[config.mk]
export PLATFORM = sky130hd
export DESIGN_NAME = busdispatch_reg
export DESIGN_NICKNAME = d
export VERILOG_FILES = /design/src/rtl/busdispatch_pkg.sv /design/src/rtl/busdispatch_decode.sv /design/src/rtl/busdispatch_reg.sv
export SDC_FILE = /design/constraint.sdc
export NUM_CORES = 1
export LEC_CHECK = 0
export BUFFER_PORTS_ARGS = -buffer_cell sky130_fd_sc_hd__buf_2
export CAP_MARGIN = 20
export CORE_MARGIN = 3
export CORE_UTILIZATION = 47
export CTS_CLUSTER_SIZE = 16
export DETAILED_ROUTE_END_ITERATION = 16
export PLACE_DENSITY = 0.91
export SETUP_SLACK_MARGIN = 0.5
export SLEW_MARGIN = 10
export SYNTH_ARGS = -nofsm -noshare
export SYNTH_HDL_FRONTEND = slang
export SYNTH_SLANG_ARGS = --single-unit
[constraint.sdc]
create_clock -name clk -period 4.79 [get_ports clk]
set_clock_uncertainty 0.2 [all_clocks]
set_input_delay 0.958 -clock clk [delete_from_list [all_inputs] [get_ports clk]]
set_output_delay 0.958 -clock clk [all_outputs]
set_load 0.02 [all_outputs]
[src/rtl/busdispatch_pkg.sv]
// busdispatch_pkg: shared types and constants for the registered Wishbone
// dispatcher (busdispatch_reg) and its page decoder (busdispatch_decode).
//   state_t          : dispatcher FSM states IDLE / BUSY / DONE
//   ADR_W/DAT_W/PAGE_W : bus address, data and page widths
//   TIMEOUT_DATA     : read data returned when the watchdog aborts a cycle
//   DEFAULT_PAGE_MAP : page byte per mapped target, byte i -> target i
package busdispatch_pkg;

  localparam int unsigned ADR_W  = 16;
  localparam int unsigned DAT_W  = 8;
  localparam int unsigned PAGE_W = 8;

  localparam logic [DAT_W-1:0] TIMEOUT_DATA = 8'hFF;

  localparam logic [39:0] DEFAULT_PAGE_MAP = {8'h87, 8'h83, 8'h82, 8'h81, 8'h80};

  typedef enum logic [1:0] {
    IDLE = 2'd0,
    BUSY = 2'd1,
    DONE = 2'd2
  } state_t;

endpackage

[src/rtl/busdispatch_decode.sv]
// busdispatch_decode: combinational page-to-target priority decoder.
//   page : address page (adr[15:8])
//   sel  : index of the first target whose PAGE_MAP byte equals page;
//          NUM_SLAVES-1 (default target) when nothing matches.
module busdispatch_decode
  import busdispatch_pkg::*;
#(
  parameter int unsigned NUM_SLAVES = 6,
  parameter logic [PAGE_W*(NUM_SLAVES-1)-1:0] PAGE_MAP = DEFAULT_PAGE_MAP
) (
  input  logic [PAGE_W-1:0]             page,
  output logic [$clog2(NUM_SLAVES)-1:0] sel
);

  localparam int unsigned SEL_W = $clog2(NUM_SLAVES);

  // Scan from the highest mapped target down so the lowest index wins
  // when several map bytes hold the same page.
  always_comb begin
    sel = SEL_W'(NUM_SLAVES - 1);
    for (int unsigned i = NUM_SLAVES - 1; i > 0; i--) begin
      if (page == PAGE_MAP[PAGE_W*(i-1) +: PAGE_W]) begin
        sel = SEL_W'(i - 1);
      end
    end
  end

endmodule

[src/rtl/busdispatch_reg.sv]
// busdispatch_reg: registered Wishbone dispatcher. One requester port fans
// out to NUM_SLAVES targets chosen by address page; target NUM_SLAVES-1 is
// the catch-all default. Requests are latched in IDLE, presented to the
// selected target in BUSY, and acknowledged to the requester in DONE.
// Optional watchdog: define BUSDISPATCH_TIMEOUT_EN to abort cycles that no
// target acks within TIMEOUT_CYCLES, returning TIMEOUT_DATA and logging it.
// Ports:
//   clk, rst_n                 clock, synchronous active-low reset
//   wb_cyc_i/stb_i/we_i        requester cycle, strobe, write enable
//   wb_adr_i, wb_dat_i         requester address and write data
//   wb_dat_o, wb_ack_o         registered read data, one-cycle ack
//   s_wb_stb_o                 one-hot target strobe
//   s_wb_cyc_o, s_wb_we_o      shared target cycle and write enable
//   s_wb_adr_o, s_wb_dat_o     shared latched address and write data
//   s_wb_dat_i, s_wb_ack_i     per-target read data (slice i) and acks
//   err_o, err_cnt_o           sticky timeout flag, saturating timeout count
//   err_clr_i                  clears err_o and err_cnt_o
module busdispatch_reg
  import busdispatch_pkg::*;
#(
  parameter int unsigned NUM_SLAVES = 6,
  parameter logic [PAGE_W*(NUM_SLAVES-1)-1:0] PAGE_MAP = DEFAULT_PAGE_MAP,
  parameter int unsigned TIMEOUT_CYCLES = 64
) (
  input  logic                        clk,
  input  logic                        rst_n,
  input  logic                        wb_stb_i,
  input  logic                        wb_cyc_i,
  input  logic                        wb_we_i,
  input  logic [ADR_W-1:0]            wb_adr_i,
  input  logic [DAT_W-1:0]            wb_dat_i,
  output logic [DAT_W-1:0]            wb_dat_o,
  output logic                        wb_ack_o,
  output logic [NUM_SLAVES-1:0]       s_wb_stb_o,
  output logic                        s_wb_cyc_o,
  output logic                        s_wb_we_o,
  output logic [ADR_W-1:0]            s_wb_adr_o,
  output logic [DAT_W-1:0]            s_wb_dat_o,
  input  logic [DAT_W*NUM_SLAVES-1:0] s_wb_dat_i,
  input  logic [NUM_SLAVES-1:0]       s_wb_ack_i,
  output logic                        err_o,
  output logic [7:0]                  err_cnt_o,
  input  logic                        err_clr_i
);

  localparam int unsigned SEL_W = $clog2(NUM_SLAVES);

  state_t state_q, state_d;

  logic [ADR_W-1:0]      adr_q;
  logic [DAT_W-1:0]      wdat_q;
  logic                  we_q;
  logic [SEL_W-1:0]      sel_q;
  logic [SEL_W-1:0]      sel_dec;
  logic [DAT_W-1:0]      rdat_q;
  logic                  req;
  logic                  ack_sel;
  logic [DAT_W-1:0]      dat_sel;
  logic [NUM_SLAVES-1:0] stb_onehot;
  logic                  wd_expire;
  logic                  timeout_evt;

  assign req = wb_cyc_i & wb_stb_i;

  busdispatch_decode #(
    .NUM_SLAVES (NUM_SLAVES),
    .PAGE_MAP   (PAGE_MAP)
  ) u_decode (
    .page (wb_adr_i[ADR_W-1 -: PAGE_W]),
    .sel  (sel_dec)
  );

  // Mux the latched target's ack/data and build its one-hot strobe.
  always_comb begin
    ack_sel    = 1'b0;
    dat_sel    = '0;
    stb_onehot = '0;
    for (int unsigned i = 0; i < NUM_SLAVES; i++) begin
      if (sel_q == SEL_W'(i)) begin
        ack_sel       = s_wb_ack_i[i];
        dat_sel       = s_wb_dat_i[DAT_W*i +: DAT_W];
        stb_onehot[i] = 1'b1;
      end
    end
  end

  // Priority in BUSY: target ack, then requester abort, then watchdog.
  always_comb begin
    state_d = state_q;
    unique case (state_q)
      IDLE: if (req) state_d = BUSY;
      BUSY: begin
        if (ack_sel)        state_d = DONE;
        else if (!wb_cyc_i) state_d = IDLE;
        else if (wd_expire) state_d = DONE;
      end
      DONE:    state_d = IDLE;
      default: state_d = IDLE;
    endcase
  end

  assign timeout_evt = (state_q == BUSY) & ~ack_sel & wb_cyc_i & wd_expire;

  always_ff @(posedge clk) begin
    if (!rst_n) state_q <= IDLE;
    else        state_q <= state_d;
  end

  always_ff @(posedge clk) begin
    if (!rst_n) begin
      adr_q  <= '0;
      wdat_q <= '0;
      we_q   <= 1'b0;
      sel_q  <= '0;
      rdat_q <= '0;
    end else begin
      if (state_q == IDLE && req) begin
        adr_q  <= wb_adr_i;
        wdat_q <= wb_dat_i;
        we_q   <= wb_we_i;
        sel_q  <= sel_dec;
      end
      if (state_q == BUSY && ack_sel) rdat_q <= dat_sel;
      else if (timeout_evt)          rdat_q <= TIMEOUT_DATA;
    end
  end

  assign wb_dat_o   = rdat_q;
  assign wb_ack_o   = (state_q == DONE);
  assign s_wb_cyc_o = (state_q == BUSY);
  assign s_wb_stb_o = (state_q == BUSY) ? stb_onehot : '0;
  assign s_wb_we_o  = we_q;
  assign s_wb_adr_o = adr_q;
  assign s_wb_dat_o = wdat_q;

`ifdef BUSDISPATCH_TIMEOUT_EN
  logic [7:0] wd_cnt_q;
  logic       err_q;
  logic [7:0] err_cnt_q;

  // Counts BUSY cycles without ack; back to 0 outside BUSY so each
  // transfer starts with a fresh budget.
  always_ff @(posedge clk) begin
    if (!rst_n)                       wd_cnt_q <= '0;
    else if (state_q == BUSY && !ack_sel) wd_cnt_q <= wd_cnt_q + 8'd1;
    else                              wd_cnt_q <= '0;
  end

  assign wd_expire = (wd_cnt_q == 8'(TIMEOUT_CYCLES));

  // A new timeout beats a simultaneous clear: the count restarts at 1.
  always_ff @(posedge clk) begin
    if (!rst_n) begin
      err_q     <= 1'b0;
      err_cnt_q <= '0;
    end else if (timeout_evt) begin
      err_q     <= 1'b1;
      err_cnt_q <= err_clr_i ? 8'd1 :
                   (err_cnt_q == 8'hFF) ? 8'hFF : err_cnt_q + 8'd1;
    end else if (err_clr_i) begin
      err_q     <= 1'b0;
      err_cnt_q <= '0;
    end
  end

  assign err_o     = err_q;
  assign err_cnt_o = err_cnt_q;
`else
  logic unused_err_clr;

  assign wd_expire      = 1'b0;
  assign err_o          = 1'b0;
  assign err_cnt_o      = '0;
  assign unused_err_clr = err_clr_i;
`endif

endmodule

Yosys cells after proc, flatten, opt, wreduce, memory -nomap -nowiden
Cells that the tools add are included.
- eq/ne operators: 14
- muxes and demuxes: 28
- bitwise logic cells: 1
- reduce and logical (&&, ||, !) cells: 5
- operators by type and width (operator ; number):
    8-bit two-way mux ; 6
    8-bit equality test (second input constant) ; 5
    1-bit two-way mux ; 13
    3-bit two-way mux ; 4
    3-bit by 2-bit equality test with 1-bit output (second input constant) ; 2
    3-bit equality test (second input constant) ; 2
    2-bit two-way mux ; 3
    6-bit two-way mux ; 1
    2-bit case mux with 2 select lines ; 1
    3-bit by 1-bit equality test with 1-bit output (second input constant) ; 1
    3-bit zero test ; 1
    3-bit by 2-bit != test with 1-bit output (second input constant) ; 1
    2-bit by 1-bit equality test with 1-bit output (second input constant) ; 1
    2-bit equality test (second input constant) ; 1
    1-bit logical AND ; 2
    2-bit zero test ; 1
    2-bit != test (second input constant) ; 1
    2-bit AND reduction ; 1
    1-bit AND ; 1
- register bits after elaboration: 38
- input bits: 84
- output and inout port bits: 50

Logic depth before layout (Yosys ltp)
- depth after elaboration: 9
- gate-level depth with buffers: 8
- depth with buffers taken out: 5

By module
A second synthesis with hierarchy kept.
- cells, all modules: 241
- area, all modules: 1993.2 µm²
- modules (own cells, without submodules) (module ; times used ; cells an instance ; area each (µm²) ; sequential area each (µm²)):
    busdispatch_reg ; 1 ; 234 ; 1930.6 ; 760.7
    busdispatch_decode ; 1 ; 7 ; 62.6 ; 0.0

Worst setup path before layout
OpenSTA, ideal clock, no wires.
- path type: register -> output
- start point: reg sel_q[0]
- end point: out s_wb_stb_o[0]
- arrival time: 1.447 ns
- path slack: 2.185 ns
- cell stages (with the launch flop): 5
- buffers on the path: 3
- cells stage by stage: dfxtp_1 -> buf_6 -> clkbuf_8 -> buf_2 -> nor4_1
- word-level cells in the longest chain between the ends: 3
- RTL lines (what ; RTL line ; RTL):
    from (decl) ; busdispatch_reg.sv:53 ; logic [SEL_W-1:0] sel_q;
    from (signal assigned) ; busdispatch_reg.sv:121 ; sel_q <= sel_dec;
    3-bit zero test ; busdispatch_reg.sv:79 ; if (sel_q == SEL_W'(i)) begin
    1-bit two-way mux ; busdispatch_reg.sv:79 ;
    6-bit two-way mux ; busdispatch_reg.sv:131 ; assign s_wb_stb_o = (state_q == BUSY) ? stb_onehot : '0;
    to (decl) ; busdispatch_reg.sv:34 ; output logic [NUM_SLAVES-1:0] s_wb_stb_o,
No other way between the ends.

Final worst setup path
- start point: reg sel_q[0]
- end point: out s_wb_stb_o[1]
- word-level cells in the longest chain between the ends: 3
- RTL lines (what ; RTL line):
    3-bit by 1-bit equality test with 1-bit output ; busdispatch_reg.sv:79
    1-bit two-way mux ; busdispatch_reg.sv:79
    6-bit two-way mux ; busdispatch_reg.sv:131
No other way between the ends.

==> impl_metrics.env <==
export IMPL_status="finished, final reports clean"
export IMPL_clk_path_buf_depth=2
export IMPL_end_kind="output port"
export IMPL_wl_per_cell_um=14.2
export IMPL_fill_cells=406
export IMPL_crit_chain="nand2b_1, nor3_1, buf_2"
export IMPL_h_tree_depth=2
export IMPL_drt_total_wl_um=6250
export IMPL_yosys_warnings=0
export IMPL_routed_wl_met3_um=614
export IMPL_vdd_drop_max_mv=0.341
export IMPL_avgViaCountPerCell=5.05
export IMPL_grt_max_degree=43
export IMPL_wl_met2_um=3010
export IMPL_switching_power_mw=0.214
export IMPL_layout_drive_gt1_share_pct=41.3
export IMPL_port_buffers=123
export IMPL_n_antenna_cell=0
export IMPL_fmax_mhz=335
export IMPL_min_period_over_period_pct=62.3
export IMPL_routed_top_layer="met4"
export IMPL_tritoncts="built"
export IMPL_cp_slowest_cell="dfxtp_2"
export IMPL_syn_area_um2=2300
export IMPL_p_seq_share_pct=44.3
export IMPL_async_flop_share_pct=0
export IMPL_min_period_ns=2.98
export IMPL_synthFlopType="dfxtp_1"
export IMPL_holdWs_ns=0.261
export IMPL_critPathMaxStageDelay_ns=0.94
export IMPL_antenna_left=0
export IMPL_path_clk_slew_ns=0.07
export IMPL_track_usage_pct=21.6
export IMPL_cts_root_buffer="clkbuf_8"
export IMPL_dieArea_um2=5760
export IMPL_drc=0
export IMPL_relSlewSlack_pct=28.3
export IMPL_syn_inst=268
export IMPL_numCtsBuffers=5
export IMPL_place_congestion=0.769
export IMPL_clock_latency_ns=0.29
export IMPL_fin_nets=459
export IMPL_row_count=24
export IMPL_final_hold_viol_count=0
export IMPL_firstDrtPassIters=4
export IMPL_dpl_hpwl_um=4700
export IMPL_cts_hold_buf=0
export IMPL_via_count=2223
export IMPL_p_int_mw=0.578
export IMPL_ys_ff_latch=38
export IMPL_setup_viol=0
export IMPL_required_ns=3.63
export IMPL_crit_type="reg -> out"
export IMPL_die_x_um=75.9
export IMPL_io_pin_count=134
export IMPL_synth_edf_count=0
export IMPL_synth_top_area_share_pct=33.1
export IMPL_seq_area_frac_synth_pct=33.1
export IMPL_switching_share_pct=27.1
export IMPL_wl_met1_um=2570
export IMPL_power_frac_comb_pct=21.5
export IMPL_power_frac_clock_pct=34.2
export IMPL_start_util_pct=50.7
export IMPL_cp_max_fo=42
export IMPL_core_um2=4530
export IMPL_p_total_mw=0.792
export IMPL_syn_avg_cell_area_um2=8.57
export IMPL_yosys_top_cells_area="dfxtp_1 33%, nand2_1 9.5%, a21boi_0 8.5%"
export IMPL_fin_util_pct=64.2
export IMPL_syn2layout_area_growth_pct=26.8
export IMPL_grt_pass1_wl_um=10300
export IMPL_clock_sinks=38
export IMPL_power_leakage_nw=1.31
export IMPL_first_global_vias=2198
export IMPL_hp_class="reg -> reg"
export IMPL_ys_types=41
export IMPL_tns_ns=0
export IMPL_antenna_found_initial=0
export IMPL_regToRegSetupSlack_ns=2.46
export IMPL_worst_pin_slew_ns=1.08
export IMPL_postCtsSetupRepairBufs=0
export IMPL_cp_arrival_ns=1.82
export IMPL_rsz0062_at_grt="false"
export IMPL_drt_iter0_markers=68
export IMPL_drv_slew=0
export IMPL_maxCapViolCount=0
export IMPL_die_h_um=75.9
export IMPL_startpoint_type="register"
export IMPL_cts_resized=0
export IMPL_power_density_nw_per_um2=272
export IMPL_overflow=0
export IMPL_synth_largest_area_cell="dfxtp_1"
==> power groups by stage <==
stage | Clock (mW) | Sequential, mW | Combinational [mW]
final | 0.271 | 0.351 | 0.171
after global routing | 0.291 | 0.353 | 0.187
after CTS | 0.276 | 0.350 | 0.170
after detailed placement | 0 | 0.357 | 0.170
after global placement | 0 | 0.356 | 0.165
after floorplan | 0 | 0.362 | 0.113
==> worst paths after layout <==
path                  startpoint              to  cells past startpoint
setup / recovery        sel_q[0]   s_wb_stb_o[1]                      3
hold / removal    s_wb_adr_o[12]  s_wb_adr_o[12]                      2
setup reg to reg        sel_q[0]     wb_dat_o[1]                      5
hold reg to reg   s_wb_adr_o[12]  s_wb_adr_o[12]                      2
==> cells by family (layout without fill, tap and decap cells) <==
logic type	count (synthesis)	count (layout)	share of synthesized area [%]
simple gates	104	104	21.7
mux	25	25	13.4
flops	38	38	33.1
other cells	1	9	0.163
compound gates	66	66	21.1
buf+inv	34	133	10.5
==> synth_stat cells (all sizes together), types with 8 or more instances <==
cell	instances
a21boi	26
a21oi	9
a22oi	8
buf	22
clkbuf	10
dfxtp	38
mux2	15
mux2i	9
nand2	58
nor3	10
nor3b	8
o21a	8
o21ai	11
==> final cells by class <==
cell class	count	area [um^2]	area share, %
clock buffers	6	82.6	2.84
well taps	65	81.3	2.79
flip-flops and latches	38	762	26.2
clock inverters	1	30.0	1.03
multi-input cells	204	1330	45.5
repair buffers	124	623	21.4
inverters	2	7.51	0.258
==> layer usage <==
metal,global-route usage [%],up-vias
met4,4.89,0
met3,8.77,7
met1,25.6,994
met2,36.6,100
li1,-,1122
met5,0,-
==> state kept, by name, indices dropped and copies added (netlist names) <==
signal      cells
s_wb_adr_o     16
s_wb_we_o       1
wb_dat_o        8
state_q         2
s_wb_dat_o      8
sel_q           3
==> stage by stage <==
stage | area (um^2) | std cells | setup WS (ns)
after floorplan | 2330 | 276 | 2.18
after global placement | 2800 | 433 | 2.19
after detailed placement | 2800 | 433 | 2.16
after CTS | 2910 | 440 | 1.84
after global routing | 2910 | 440 | 1.60
final | 2910 | 440 | 1.81
==> layout by cell type (no fill, tap or decap), types with 5 or more instances in the layout <==
cell type / n
o21a_1: 8
a22oi_1: 6
a21oi_1: 9
mux2_4: 6
mux2i_1: 8
conb_1: 9
o21ai_1: 9
clkbuf_8: 6
nor2_1: 5
nand3b_1: 7
nor3_1: 10
a21boi_0: 26
nand2_1: 58
mux2_2: 9
nor3b_1: 8
dfxtp_1: 37
buf_2: 123
==> critical path, delay by kind of cell, from the launching register on <==
kind | cells | cell delay (ns)
and+or+nand+nor | 2 | 0.38
buffers and inverters | 1 | 0.20
DFF | 1 | 0.94
(Power assumes the default switching activity.)
